`src/rtl/mem_arb_pkg.sv`:
```
// Shared types for the IF/LS memory port arbiter.
// Optional feature: MEM_ARB_RR_EN selects round-robin grant.
package mem_arb_pkg;

  typedef enum logic [1:0] {
    IDLE,
    REQ,
    RSP
  } arb_state_e;

  typedef enum logic {
    OWN_IF,
    OWN_LS
  } arb_owner_e;

endpackage

```
`src/rtl/mem_port_arbiter_if.sv`:
```
// Bundle of the IF, LS and memory handshakes around the arbiter.
// slave = arbiter view, master = surrounding pipeline/memory view.
interface mem_port_arbiter_if #(
  parameter int ADDR_W = 32,
  parameter int DATA_W = 32
);
  localparam int STRB_W = DATA_W / 8;

  logic              i_if_req_valid;
  logic              o_if_req_ready;
  logic [ADDR_W-1:0] i_if_req_addr;
  logic              o_if_rsp_valid;
  logic [DATA_W-1:0] o_if_rsp_data;

  logic              i_ls_req_valid;
  logic              o_ls_req_ready;
  logic [ADDR_W-1:0] i_ls_req_addr;
  logic [STRB_W-1:0] i_ls_req_wstrb;
  logic [DATA_W-1:0] i_ls_req_wdata;
  logic              o_ls_rsp_valid;
  logic [DATA_W-1:0] o_ls_rsp_data;

  logic              o_mem_req_valid;
  logic              i_mem_req_ready;
  logic [ADDR_W-1:0] o_mem_req_addr;
  logic [STRB_W-1:0] o_mem_req_wstrb;
  logic [DATA_W-1:0] o_mem_req_wdata;
  logic              i_mem_rsp_valid;
  logic [DATA_W-1:0] i_mem_rsp_data;

  modport slave (
    input  i_if_req_valid, i_if_req_addr,
    output o_if_req_ready, o_if_rsp_valid, o_if_rsp_data,
    input  i_ls_req_valid, i_ls_req_addr,
    input  i_ls_req_wstrb, i_ls_req_wdata,
    output o_ls_req_ready, o_ls_rsp_valid, o_ls_rsp_data,
    output o_mem_req_valid, o_mem_req_addr,
    output o_mem_req_wstrb, o_mem_req_wdata,
    input  i_mem_req_ready, i_mem_rsp_valid, i_mem_rsp_data
  );

  modport master (
    output i_if_req_valid, i_if_req_addr,
    input  o_if_req_ready, o_if_rsp_valid, o_if_rsp_data,
    output i_ls_req_valid, i_ls_req_addr,
    output i_ls_req_wstrb, i_ls_req_wdata,
    input  o_ls_req_ready, o_ls_rsp_valid, o_ls_rsp_data,
    input  o_mem_req_valid, o_mem_req_addr,
    input  o_mem_req_wstrb, o_mem_req_wdata,
    output i_mem_req_ready, i_mem_rsp_valid, i_mem_rsp_data
  );

endinterface

```
`src/rtl/mem_arb_grant.sv`:
```
// Grant decision between IF and LS.
// MEM_ARB_RR_EN: round-robin; otherwise LS priority with IF starvation guard.
module mem_arb_grant
  import mem_arb_pkg::*;
#(
  parameter int STARVE_LIMIT = 4
) (
  input  logic clk,
  input  logic rstn,
  input  logic if_valid,
  input  logic ls_valid,
  input  logic accept,
  output logic gnt_if,
  output logic gnt_ls
);

`ifdef MEM_ARB_RR_EN

  arb_owner_e last_q, last_d;

  // On a tie the side that did not win last time goes first.
  always_comb begin
    gnt_ls = ls_valid && (!if_valid || last_q == OWN_IF);
    gnt_if = if_valid && !gnt_ls;
    last_d = last_q;
    if (accept) begin
      last_d = gnt_ls ? OWN_LS : OWN_IF;
    end
  end

  always_ff @(posedge clk) begin
    if (!rstn) begin
      last_q <= OWN_IF;
    end else begin
      last_q <= last_d;
    end
  end

`else

  localparam int CNT_W = $clog2(STARVE_LIMIT + 1);
  localparam logic [CNT_W-1:0] LIMIT = CNT_W'(STARVE_LIMIT);

  logic [CNT_W-1:0] cnt_q, cnt_d;
  logic             force_if;

  always_comb begin
    force_if = (cnt_q == LIMIT);
    gnt_ls   = ls_valid && !(if_valid && force_if);
    gnt_if   = if_valid && !gnt_ls;
    cnt_d    = cnt_q;
    if (accept) begin
      if (gnt_if) begin
        cnt_d = '0;
      end else if (if_valid && !force_if) begin
        cnt_d = cnt_q + 1'b1;
      end
    end
  end

  always_ff @(posedge clk) begin
    if (!rstn) begin
      cnt_q <= '0;
    end else begin
      cnt_q <= cnt_d;
    end
  end

`endif

endmodule

```
`src/rtl/mem_port_arbiter.sv`:
```
// Shares one single-port memory between fetch and load/store.
// One transaction in flight; MEM_ARB_RR_EN selects round-robin grant.
module mem_port_arbiter
  import mem_arb_pkg::*;
#(
  parameter int ADDR_W       = 32,
  parameter int DATA_W       = 32,
  parameter int STARVE_LIMIT = 4
) (
  input logic clk,
  input logic rstn,
  mem_port_arbiter_if.slave bus
);

  localparam int STRB_W = DATA_W / 8;

  arb_state_e        state_q, state_d;
  arb_owner_e        owner_q, owner_d;
  logic [ADDR_W-1:0] addr_q, addr_d;
  logic [STRB_W-1:0] wstrb_q, wstrb_d;
  logic [DATA_W-1:0] wdata_q, wdata_d;
  logic [DATA_W-1:0] rdata_q, rdata_d;
  logic              mvld_q, mvld_d;
  logic              if_rsp_q, if_rsp_d;
  logic              ls_rsp_q, ls_rsp_d;

  logic idle;
  logic accept;
  logic gnt_if;
  logic gnt_ls;

  // Readies stay low while reset is held.
  assign idle   = rstn && (state_q == IDLE);
  assign accept = idle && (gnt_if || gnt_ls);

  assign bus.o_if_req_ready = idle && gnt_if;
  assign bus.o_ls_req_ready = idle && gnt_ls;

  mem_arb_grant #(
    .STARVE_LIMIT(STARVE_LIMIT)
  ) u_grant (
    .clk     (clk),
    .rstn    (rstn),
    .if_valid(bus.i_if_req_valid),
    .ls_valid(bus.i_ls_req_valid),
    .accept  (accept),
    .gnt_if  (gnt_if),
    .gnt_ls  (gnt_ls)
  );

  always_comb begin
    state_d  = state_q;
    owner_d  = owner_q;
    addr_d   = addr_q;
    wstrb_d  = wstrb_q;
    wdata_d  = wdata_q;
    rdata_d  = rdata_q;
    mvld_d   = mvld_q;
    if_rsp_d = 1'b0;
    ls_rsp_d = 1'b0;
    unique case (state_q)
      IDLE: begin
        if (accept) begin
          mvld_d  = 1'b1;
          state_d = REQ;
          if (gnt_ls) begin
            owner_d = OWN_LS;
            addr_d  = bus.i_ls_req_addr;
            wstrb_d = bus.i_ls_req_wstrb;
            wdata_d = bus.i_ls_req_wdata;
          end else begin
            owner_d = OWN_IF;
            addr_d  = bus.i_if_req_addr;
            wstrb_d = '0;
            wdata_d = '0;
          end
        end
      end
      REQ: begin
        if (bus.i_mem_req_ready) begin
          mvld_d  = 1'b0;
          state_d = RSP;
        end
      end
      RSP: begin
        if (bus.i_mem_rsp_valid) begin
          rdata_d  = bus.i_mem_rsp_data;
          if_rsp_d = (owner_q == OWN_IF);
          ls_rsp_d = (owner_q == OWN_LS);
          state_d  = IDLE;
        end
      end
      default: begin
        mvld_d  = 1'b0;
        state_d = IDLE;
      end
    endcase
  end

  always_ff @(posedge clk) begin
    if (!rstn) begin
      state_q  <= IDLE;
      owner_q  <= OWN_IF;
      addr_q   <= '0;
      wstrb_q  <= '0;
      wdata_q  <= '0;
      rdata_q  <= '0;
      mvld_q   <= 1'b0;
      if_rsp_q <= 1'b0;
      ls_rsp_q <= 1'b0;
    end else begin
      state_q  <= state_d;
      owner_q  <= owner_d;
      addr_q   <= addr_d;
      wstrb_q  <= wstrb_d;
      wdata_q  <= wdata_d;
      rdata_q  <= rdata_d;
      mvld_q   <= mvld_d;
      if_rsp_q <= if_rsp_d;
      ls_rsp_q <= ls_rsp_d;
    end
  end

  assign bus.o_mem_req_valid = mvld_q;
  assign bus.o_mem_req_addr  = addr_q;
  assign bus.o_mem_req_wstrb = wstrb_q;
  assign bus.o_mem_req_wdata = wdata_q;
  assign bus.o_if_rsp_valid  = if_rsp_q;
  assign bus.o_if_rsp_data   = rdata_q;
  assign bus.o_ls_rsp_valid  = ls_rsp_q;
  assign bus.o_ls_rsp_data   = rdata_q;

endmodule
```
`src/flat_wrapper.sv`:
```
// flat-port wrapper written by rule: the top's interface ports become plain ports
module mem_port_arbiter_flat import mem_arb_pkg::*;
#(
  parameter int ADDR_W       = 32,
  parameter int DATA_W       = 32,
  parameter int STARVE_LIMIT = 4
)
  (clk, rstn, bus_i_if_req_valid, bus_i_if_req_addr, bus_o_if_req_ready, bus_o_if_rsp_valid, bus_o_if_rsp_data, bus_i_ls_req_valid, bus_i_ls_req_addr, bus_i_ls_req_wstrb, bus_i_ls_req_wdata, bus_o_ls_req_ready, bus_o_ls_rsp_valid, bus_o_ls_rsp_data, bus_o_mem_req_valid, bus_o_mem_req_addr, bus_o_mem_req_wstrb, bus_o_mem_req_wdata, bus_i_mem_req_ready, bus_i_mem_rsp_valid, bus_i_mem_rsp_data);
  mem_port_arbiter_if #(.ADDR_W(ADDR_W), .DATA_W(DATA_W)) bus_i ();
  input logic clk;
  input logic rstn;
  input wire logic [$bits(bus_i.i_if_req_valid)-1:0] bus_i_if_req_valid;
  input wire logic [$bits(bus_i.i_if_req_addr)-1:0] bus_i_if_req_addr;
  output wire logic [$bits(bus_i.o_if_req_ready)-1:0] bus_o_if_req_ready;
  output wire logic [$bits(bus_i.o_if_rsp_valid)-1:0] bus_o_if_rsp_valid;
  output wire logic [$bits(bus_i.o_if_rsp_data)-1:0] bus_o_if_rsp_data;
  input wire logic [$bits(bus_i.i_ls_req_valid)-1:0] bus_i_ls_req_valid;
  input wire logic [$bits(bus_i.i_ls_req_addr)-1:0] bus_i_ls_req_addr;
  input wire logic [$bits(bus_i.i_ls_req_wstrb)-1:0] bus_i_ls_req_wstrb;
  input wire logic [$bits(bus_i.i_ls_req_wdata)-1:0] bus_i_ls_req_wdata;
  output wire logic [$bits(bus_i.o_ls_req_ready)-1:0] bus_o_ls_req_ready;
  output wire logic [$bits(bus_i.o_ls_rsp_valid)-1:0] bus_o_ls_rsp_valid;
  output wire logic [$bits(bus_i.o_ls_rsp_data)-1:0] bus_o_ls_rsp_data;
  output wire logic [$bits(bus_i.o_mem_req_valid)-1:0] bus_o_mem_req_valid;
  output wire logic [$bits(bus_i.o_mem_req_addr)-1:0] bus_o_mem_req_addr;
  output wire logic [$bits(bus_i.o_mem_req_wstrb)-1:0] bus_o_mem_req_wstrb;
  output wire logic [$bits(bus_i.o_mem_req_wdata)-1:0] bus_o_mem_req_wdata;
  input wire logic [$bits(bus_i.i_mem_req_ready)-1:0] bus_i_mem_req_ready;
  input wire logic [$bits(bus_i.i_mem_rsp_valid)-1:0] bus_i_mem_rsp_valid;
  input wire logic [$bits(bus_i.i_mem_rsp_data)-1:0] bus_i_mem_rsp_data;
  assign bus_i.i_if_req_valid = bus_i_if_req_valid;
  assign bus_i.i_if_req_addr = bus_i_if_req_addr;
  assign bus_o_if_req_ready = bus_i.o_if_req_ready;
  assign bus_o_if_rsp_valid = bus_i.o_if_rsp_valid;
  assign bus_o_if_rsp_data = bus_i.o_if_rsp_data;
  assign bus_i.i_ls_req_valid = bus_i_ls_req_valid;
  assign bus_i.i_ls_req_addr = bus_i_ls_req_addr;
  assign bus_i.i_ls_req_wstrb = bus_i_ls_req_wstrb;
  assign bus_i.i_ls_req_wdata = bus_i_ls_req_wdata;
  assign bus_o_ls_req_ready = bus_i.o_ls_req_ready;
  assign bus_o_ls_rsp_valid = bus_i.o_ls_rsp_valid;
  assign bus_o_ls_rsp_data = bus_i.o_ls_rsp_data;
  assign bus_o_mem_req_valid = bus_i.o_mem_req_valid;
  assign bus_o_mem_req_addr = bus_i.o_mem_req_addr;
  assign bus_o_mem_req_wstrb = bus_i.o_mem_req_wstrb;
  assign bus_o_mem_req_wdata = bus_i.o_mem_req_wdata;
  assign bus_i.i_mem_req_ready = bus_i_mem_req_ready;
  assign bus_i.i_mem_rsp_valid = bus_i_mem_rsp_valid;
  assign bus_i.i_mem_rsp_data = bus_i_mem_rsp_data;
  mem_port_arbiter #(.ADDR_W(ADDR_W), .DATA_W(DATA_W), .STARVE_LIMIT(STARVE_LIMIT)) u_core (.clk(clk), .rstn(rstn), .bus(bus_i));
endmodule
```
`config.mk`:
```
export PLATFORM = sky130hd
export DESIGN_NAME = mem_port_arbiter_flat
export DESIGN_NICKNAME = d
export VERILOG_FILES = /design/src/rtl/mem_arb_pkg.sv /design/src/rtl/mem_port_arbiter_if.sv /design/src/rtl/mem_arb_grant.sv /design/src/rtl/mem_port_arbiter.sv /design/src/flat_wrapper.sv
export SDC_FILE = /design/constraint.sdc
export NUM_CORES = 1
export LEC_CHECK = 0
export CAP_MARGIN = 20
export CORE_MARGIN = 2
export CORE_UTILIZATION = 41
export DETAILED_ROUTE_END_ITERATION = 8
export MAX_ROUTING_LAYER = met4
export PLACE_DENSITY_LB_ADDON = 0.15
export SLEW_MARGIN = 0
export SYNTH_ARGS = -nofsm -noshare
export SYNTH_HDL_FRONTEND = slang
export SYNTH_SLANG_ARGS = --single-unit
```
`constraint.sdc`:
```
create_clock -name clk -period 5.85 [get_ports clk]
set_clock_uncertainty 0.1 [all_clocks]
set_input_delay 1.755 -clock clk [delete_from_list [all_inputs] [get_ports clk]]
set_output_delay 1.755 -clock clk [all_outputs]
set_load 0.03 [all_outputs]
```
== After elaboration in Yosys (flattened, before gate mapping) ==
Index checks and enable logic that the tools add are counted.

* Output and inout bits: 137
* Bits in latches: 0
* Memories kept: 0
* Memory bits (writable): 0
* Bits in read-only memories: 0
* Input port bits: 138
* Word-level logic and storage cells: 52
* Flip-flop bits (word level): 109

* Divide/modulo/power cells: 0
* Order comparisons: 0
* Eq/ne operators: 6
* Bitwise operators: 2
* Muxes and demuxes: 13
* Reduce and logical (&&, ||, !) cells: 20
* $add $sub $neg: 1
* Shift-type cells: 0
* Multiply operators: 0

{| class="wikitable"
|+ Operator list
! cell !! count
|-
| 2-to-1 mux 32 bit || 2
|-
| AND reduction 3 bit || 3
|-
| logical AND 1 bit || 8
|-
| 2-to-1 mux 2 bit || 3
|-
| 2-to-1 mux 3 bit || 2
|-
| one-hot mux 2 bit (3 select lines) || 1
|-
| AND reduction 2 bit || 3
|-
| 2-to-1 mux 4 bit || 1
|-
| inequality test 2 bit, second input constant || 2
|-
| adder 3 x 1 -> 3 bit, second input constant || 1
|-
| == test 3 bit, second input constant || 1
|-
| logical NOT 1 bit || 3
|-
| 2-to-1 mux 1 bit || 3
|-
| one-hot mux 1 bit (3 select lines) || 1
|-
| == test 2 x 1 -> 1 bit, second input constant || 1
|-
| == test 2 bit, second input constant || 1
|-
| logical NOT 2 bit || 1
|-
| inequality test 2 x 1 -> 1 bit, second input constant || 1
|-
| NOT 1 bit || 2
|-
| nonzero test 2 bit || 1
|-
| logical OR 1 bit || 1
|}

== Longest topological paths before layout ==
Gate-level depths: netlist of the first run.

* Word-level depth: 10
* Depth in mapped cells: 7
* Mapped depth without buffers: 5

== Cells and area by module ==
A second synthesis of the first run with hierarchy kept.

* Cells, all modules: 443
* Area, all modules: 4409.2 um2

{| class="wikitable"
|+ Modules (own cells, without submodules)
! module !! area each (um2) !! cells each !! times used !! sequential area each (um2)
|-
| mem_port_arbiter || 4225.3 || 421 || 1 || 2122.0
|-
| mem_arb_grant || 183.9 || 22 || 1 || 60.1
|}

== Least setup slack after synthesis of the first run ==
No wires, ideal clock.

* Kind: input -> output
* Start point: in bus_i_if_req_valid
* End point: out bus_o_if_req_ready
* Path buffers: 0
* Setup slack: 0.880 ns
* Stages: 2
* Data required time: 3.995 ns
* Arrival time: 3.115 ns
* Cells stage by stage: nor4bb_1 > a21boi_0

* Longest elaborated chain between the ends: 6

{| class="wikitable"
|+ RTL lines
! element !! RTL line !! RTL
|-
| from (decl) || flat_wrapper.sv:12 || <nowiki>input wire logic [$bits(bus_i.i_if_req_valid)-1:0] bus_i_if_req_valid;</nowiki>
|-
| logical AND 1 bit || mem_arb_grant.sv:49 || <nowiki>gnt_ls = ls_valid && !(if_valid && force_if);</nowiki>
|-
| logical NOT 1 bit || mem_arb_grant.sv:49 ||
|-
| logical AND 1 bit || mem_arb_grant.sv:49 ||
|-
| logical NOT 1 bit || mem_arb_grant.sv:50 || <nowiki>gnt_if = if_valid && !gnt_ls;</nowiki>
|-
| logical AND 1 bit (*) || mem_arb_grant.sv:50 ||
|-
| logical AND 1 bit (*) || mem_port_arbiter.sv:36 || <nowiki>assign bus.o_if_req_ready = idle && gnt_if;</nowiki>
|-
| to (decl) || flat_wrapper.sv:14 || <nowiki>output wire logic [$bits(bus_i.o_if_req_ready)-1:0] bus_o_if_req_ready;</nowiki>
|}

Mark *: on every way between the ends. The rest lies on a longest branch, timed or not.

== Final worst setup path of the first run ==
Same ends and word-level chain as after synthesis.

==> impl_metrics.ini, run 1 <==
[die]
ios = 275
rows = 39
die_y_um = 112
coreArea_um2 = 11400
initial_core_util_pct = 41.7
die_w_um = 112
die-area_um2 = 12400

[timing]
slew_violations = 0
grt_setup_unrepaired = no
setup_ws_ps = 826
hold_viol_final = 0
period_share_pct = 85.9
worstMarginPinSlew_ps = 1080
period_minus_slack_ps = 5020
fin_setup_tns_ps = 0
setup_violations = 0
hold_slack_ps = 347
slew_headroom_pct = 28.0
fmax_ghz = 0.199

[finish]
multi_input_area_um2 = 2080
drive_gt1_share_pct = 4.95
fillers = 928
antenna_cells = 0
final-seq-area_um2 = 2180
areaGrowthSynthToFinish_pct = 59.8
finalInstanceArea_um2 = 7570
final_util_pct = 66.6
finalNetCount = 842
instances_no_fill = 850

[logic_synthesis]
syn-cell-area_um2 = 4740
ys_ff_latch = 109
syn_inst = 491
synth_warnings = 0
syn_nets = 631
ys_types = 29
avgSynthCellArea_um2 = 9.65
synth-seq-area-share_pct = 46.0

[worst_setup_path]
required_ps = 3990
cp-end-kind = primary output
start_kind = input port
critPathKind = in2out
slowest_delay_ps = 550
critPathMaxFanout = 6
critPathSlowestCell = clkdlybuf4s50_1
worstPathArrival_ps = 3170
cp_common_cell = buf_4
cp_cell_sequence = clkdlybuf4s50_1 > nor4bb_1 > buf_4 > a21boi_0 > buf_4

[worst_hold_path]
hold_path.class = reg2reg

[power_and_ir_drop]
total_power_mw = 1.86
switchingPower_uw = 537
p_comb_share_pct = 25.3
p_int_mw = 1.33
ir_worst_vdd_mv = 0.163
power_density_nw_per_um2 = 246
p_leak_nw = 2.83
p_seq_share_pct = 44.1
p_sw_share_pct = 28.8
p_clk_share_pct = 30.6

[routing]
drt_iter0_drc = 360
drt-wirelength-per-cell_um = 16.7
vias = 4483
viasPerCell = 5.27
dr.pass1.iters = 5
ant_nets = 0
drc = 0
drt_wl_total_um = 14200

[clock_network]
cts_resized = 0
cts_htree_levels = 3
clock_latency_ps = 340
cts_root_buf = clkbuf_16
cts.sinks = 109
cts_tree = done
hold_buffers = 0
cts_buffers = 9
post_cts_buffers = 0
clk_pin_slew_ps = 70
cts_buffer_depth = 2

[grt]
grt_overflow = 0
grt_start_max_net_pins = 111
grt_antenna_before_repair = 0
grt_pass1_wl_um = 22400
grtUsageTotal_pct = 22.8
grt_pass1_vias = 4346

[placed_design]
dpl-instance-area_um2 = 7300
pre_cts_ws_ps = 841
place_congestion = 0.812
place.port_buffers = 274
place_hpwl_um = 10100
dp_cells = 834

[run]
cap_violations = 0

[outcome]
status = complete, no violations
## Yosys cell counts (all sizes together)
master	instances	area share, %
dfxtp	109	46
or2	1	0.13
or4bb	1	0.24
and3	33	4.4
a31o	1	0.18
and3b	1	0.18
ha	2	0.53
nand2b	1	0.13
a32o	36	7.6
or3b	1	0.18
inv	4	0.32
o311a	32	6.8
nand3b	1	0.16
a21oi	1	0.11
and2	2	0.26
o21ai	1	0.11
nor3b	2	0.32
o22ai	4	0.53
buf	44	6.9
nand2	71	5.6
a21boi	65	10
nor2	1	0.079
nor4bb	1	0.21
clkbuf	40	3.2
nand3	3	0.32
o21bai	32	5.1
o31a	1	0.18
## cell families after synthesis
| logic type | after synthesis | share of synthesized area [%] |
|---|---|---|
| buffers and inverters | 88 | 10.4 |
| flip-flops | 109 | 46.0 |
| AO/OA/AOI/OAI | 173 | 30.8 |
| adder cells (fa/ha/maj) | 2 | 0.528 |
| AND/OR/NAND/NOR | 119 | 12.2 |
## power groups by stage
stage          Sequential, mW  Clock (mW)  Combinational [mW]
3_3_place_gp            0.838           0               0.465
5_1_grt                 0.829       0.613               0.500
2_1_floorplan           0.933           0               0.158
4_1_cts                 0.823       0.588               0.475
6_report                0.823       0.570               0.471
3_5_place_dp            0.840           0               0.473
## worst paths after layout
path,startpoint,end,slack [ps],cells past startpoint
worst min register to register,u_core.bus.o_mem_req_valid,u_core.bus.o_mem_req_valid,350,2
worst max-delay path,bus_i_if_req_valid,bus_o_if_req_ready,830,5
worst max register to register,u_core.state_q[1],u_core.bus.o_mem_req_wdata[10],3160,5
worst min-delay path,u_core.bus.o_mem_req_valid,u_core.bus.o_mem_req_valid,350,2
## per-layer routing
metal	global-route usage, %	up-vias	routed length, um
met1	26.7	2099	5770
met5	-	-	0
met2	39.8	191	7310
met4	6.58	0	110
li1	-	2187	-
met3	4.46	6	1030
## state kept, by name (all words and copies together), names as in the netlist
name and cells:
u_core.bus.o_mem_req_wdata 32, u_core.bus.o_mem_req_wstrb 4, u_core.owner_q 1, u_core.state_q 2
u_core.bus.o_mem_req_valid 1, u_core.bus.o_mem_req_addr 32, u_core.bus.o_if_rsp_valid 1, u_core.bus.o_ls_rsp_valid 1
u_core.bus.o_if_rsp_data 32, u_core.u_grant.cnt_q 3
## cells in the final DEF (no fill, tap or decap), drive strengths merged, types with 2 or more instances in the layout
cell / count
clkdlybuf4s50: 270
dfxtp: 109
nand2: 71
a21boi: 65
a32o: 36
and3: 33
o21bai: 32
o311a: 32
buf: 14
clkbuf: 9
inv: 7
o22ai: 4
clkinv: 3
nand3: 3
and2: 2
ha: 2
nor3b: 2
## area by class of cell
| cell class | instances | share of cell area [%] |
|---|---|---|
| Clock inverter | 7 | 0.644 |
| Multi-Input combinational cell | 294 | 27.4 |
| Inverter | 4 | 0.198 |
| Clock buffer | 9 | 2.97 |
| Timing Repair Buffer | 284 | 37.6 |
| Tap cell | 143 | 2.36 |
| Sequential cell | 109 | 28.8 |
## worst max-delay path: cells and delay by family
family	cells	cell delay, ps
AND/OR/NAND/NOR	1	300
buffers and inverters	3	920
AO/OA/AOI/OAI	1	180
(Power assumes the default switching activity.)
==> run 2: changes to the inputs <==
- CORE_UTILIZATION: 41 -> 40
- clock period: 5.85 -> 6 ns (I/O delays scaled with it)
==> run 2 against run 1 <==
Final area is essentially flat. Non-clock buffer count is the same. Via count grew 2.1%. Worst setup slack lost 41 ps. Largest power group unchanged.
==> impl_metrics.ini, run 2 (same netlist as run 1, synthesis figures left out) <==
[clock_network]
cts_tree = done
cts_root_buf = clkbuf_16
clk_pin_slew_ps = 60
cts.sinks = 109
clock_latency_ps = 340
cts_buffer_depth = 2
hold_buffers = 0
cts_htree_levels = 3
cts_buffers = 9
cts_resized = 0
post_cts_buffers = 0

[worst_setup_path]
r2r_start = u_core.state_q[1]
cp_cell_sequence = clkdlybuf4s50_1 > nor4bb_1 > buf_4 > a21boi_0 > buf_4
required_ps = 4100
critPathKind = in2out
reg2reg_slack_ps = 3360
cp-end-kind = primary output
worstPathArrival_ps = 3320
start_kind = input port
cp_common_cell = buf_4
crit_buf_inv = 3
critPathSlowestCell = clkdlybuf4s50_1
slowest_delay_ps = 540
critPathTopFamily = buffers and inverters
reg2reg_depth = 5
critPathMaxFanout = 6
crit_cells = 5
reg2reg_to = u_core.bus.o_mem_req_addr[28]

[die]
rows = 39
die_w_um = 113
die_y_um = 113
die-area_um2 = 12700
ios = 275
coreArea_um2 = 11500
initial_core_util_pct = 41.3

[power_and_ir_drop]
power_density_nw_per_um2 = 245
switchingPower_uw = 523
p_seq_share_pct = 43.2
ir_worst_vdd_mv = 0.173
p_leak_nw = 2.83
p_int_mw = 1.33
p_clk_share_pct = 32.0
p_comb_share_pct = 24.7
p_sw_share_pct = 28.2

[worst_hold_path]
worstHoldStart = u_core.owner_q
whs_path_depth = 1
hold_path.class = reg2reg
worst_hold_path.endpoint = u_core.bus.o_if_rsp_valid

[timing]
fin_setup_tns_ps = 0
hold_viol_final = 0
period_minus_slack_ps = 5220
worstMarginPinSlew_ps = 1080
grt_setup_unrepaired = no
slew_violations = 0
fmax_ghz = 0.192
setup_ws_ps = 785
slew_headroom_pct = 27.8
period_share_pct = 86.9
setup_violations = 0

[routing]
dr.pass1.iters = 5
drt_iter0_drc = 244
drt_wl_total_um = 14600
ant_nets = 0
drt-wirelength-per-cell_um = 17.2
drc = 0
viasPerCell = 5.39
vias = 4578

[placed_design]
place_hpwl_um = 10400
place_congestion = 0.775
dp_cells = 834
place.port_buffers = 274
pre_cts_ws_ps = 790

[outcome]
status = complete, no violations

[finish]
final-seq-area_um2 = 2180
areaGrowthSynthToFinish_pct = 59.8
fillers = 906
layout_common_cells = clkdlybuf4s50_1 (270), dfxtp_1 (109), nand2_1 (71)
final_common_cell = clkdlybuf4s50_1
instances_no_fill = 849
drive_gt1_share_pct = 4.82
finalNetCount = 842
multi_input_area_um2 = 2080
antenna_cells = 0

[grt]
grt_pass1_vias = 4537
grt_pass1_wl_um = 23000
grtUsageTotal_pct = 22.8
grt_antenna_before_repair = 0
grt_overflow = 0
grt_start_max_net_pins = 111

[run]
cap_violations = 0
## run 2: final cells by class
cell class                      instances  area share, %
Timing Repair Buffer                  284           37.3
Sequential cell                       109           28.8
Multi-Input combinational cell        294           27.4
Clock buffer                            9           2.97
Tap cell                              143           2.36
Clock inverter                          6          0.958
Inverter                                4          0.198
## run 2: stage by stage
step / hold slack [ps] / util [%] / instance area, um^2 / power (mW)
global placement: 331 / 63.2 / 7250 / 1.27
global route: 355 / 66.1 / 7580 / 1.94
finish: 343 / 66.1 / 7580 / 1.86
CTS: 343 / 66.1 / 7580 / 1.88
detailed placement: 333 / 63.5 / 7280 / 1.28
floorplan: 311 / - / 4740 / 1.06
## run 2: worst max-delay path by stage
stage | from | to | slack [ps]
after floorplan | bus_i_if_req_valid | bus_o_if_req_ready | 940
after global placement | bus_i_if_req_valid | bus_o_if_req_ready | 910
after detailed placement | bus_i_if_req_valid | bus_o_if_req_ready | 790
after CTS | bus_i_if_req_valid | bus_o_if_req_ready | 750
after global routing | bus_i_if_req_valid | bus_o_if_req_ready | 680
final | bus_i_if_req_valid | bus_o_if_req_ready | 780
## run 2: metal layers
| layer | vias to the layer above | part of all wire (%) | GRT usage (%) |
|---|---|---|---|
| li1 | 2186 | - | - |
| met1 | 2179 | 42 | 27.1 |
| met2 | 187 | 50 | 39.3 |
| met3 | 26 | 5.8 | 3.43 |
| met4 | 0 | 2.4 | 8.05 |
| met5 | - | 0 | - |
## run 2: worst register-to-register path: stages (launching register included)
cell	delay (ps)
dfxtp_1	380
or3b_1	400
buf_4	260
or2_2	600
buf_4	380
o311a_1	420
## run 2: power groups by stage
stage | Sequential [mW] | Combinational [mW] | Clock [mW]
floorplan | 0.909 | 0.154 | 0
global placement | 0.818 | 0.451 | 0
detailed placement | 0.820 | 0.461 | 0
CTS | 0.803 | 0.463 | 0.609
global route | 0.809 | 0.486 | 0.640
finish | 0.803 | 0.459 | 0.595
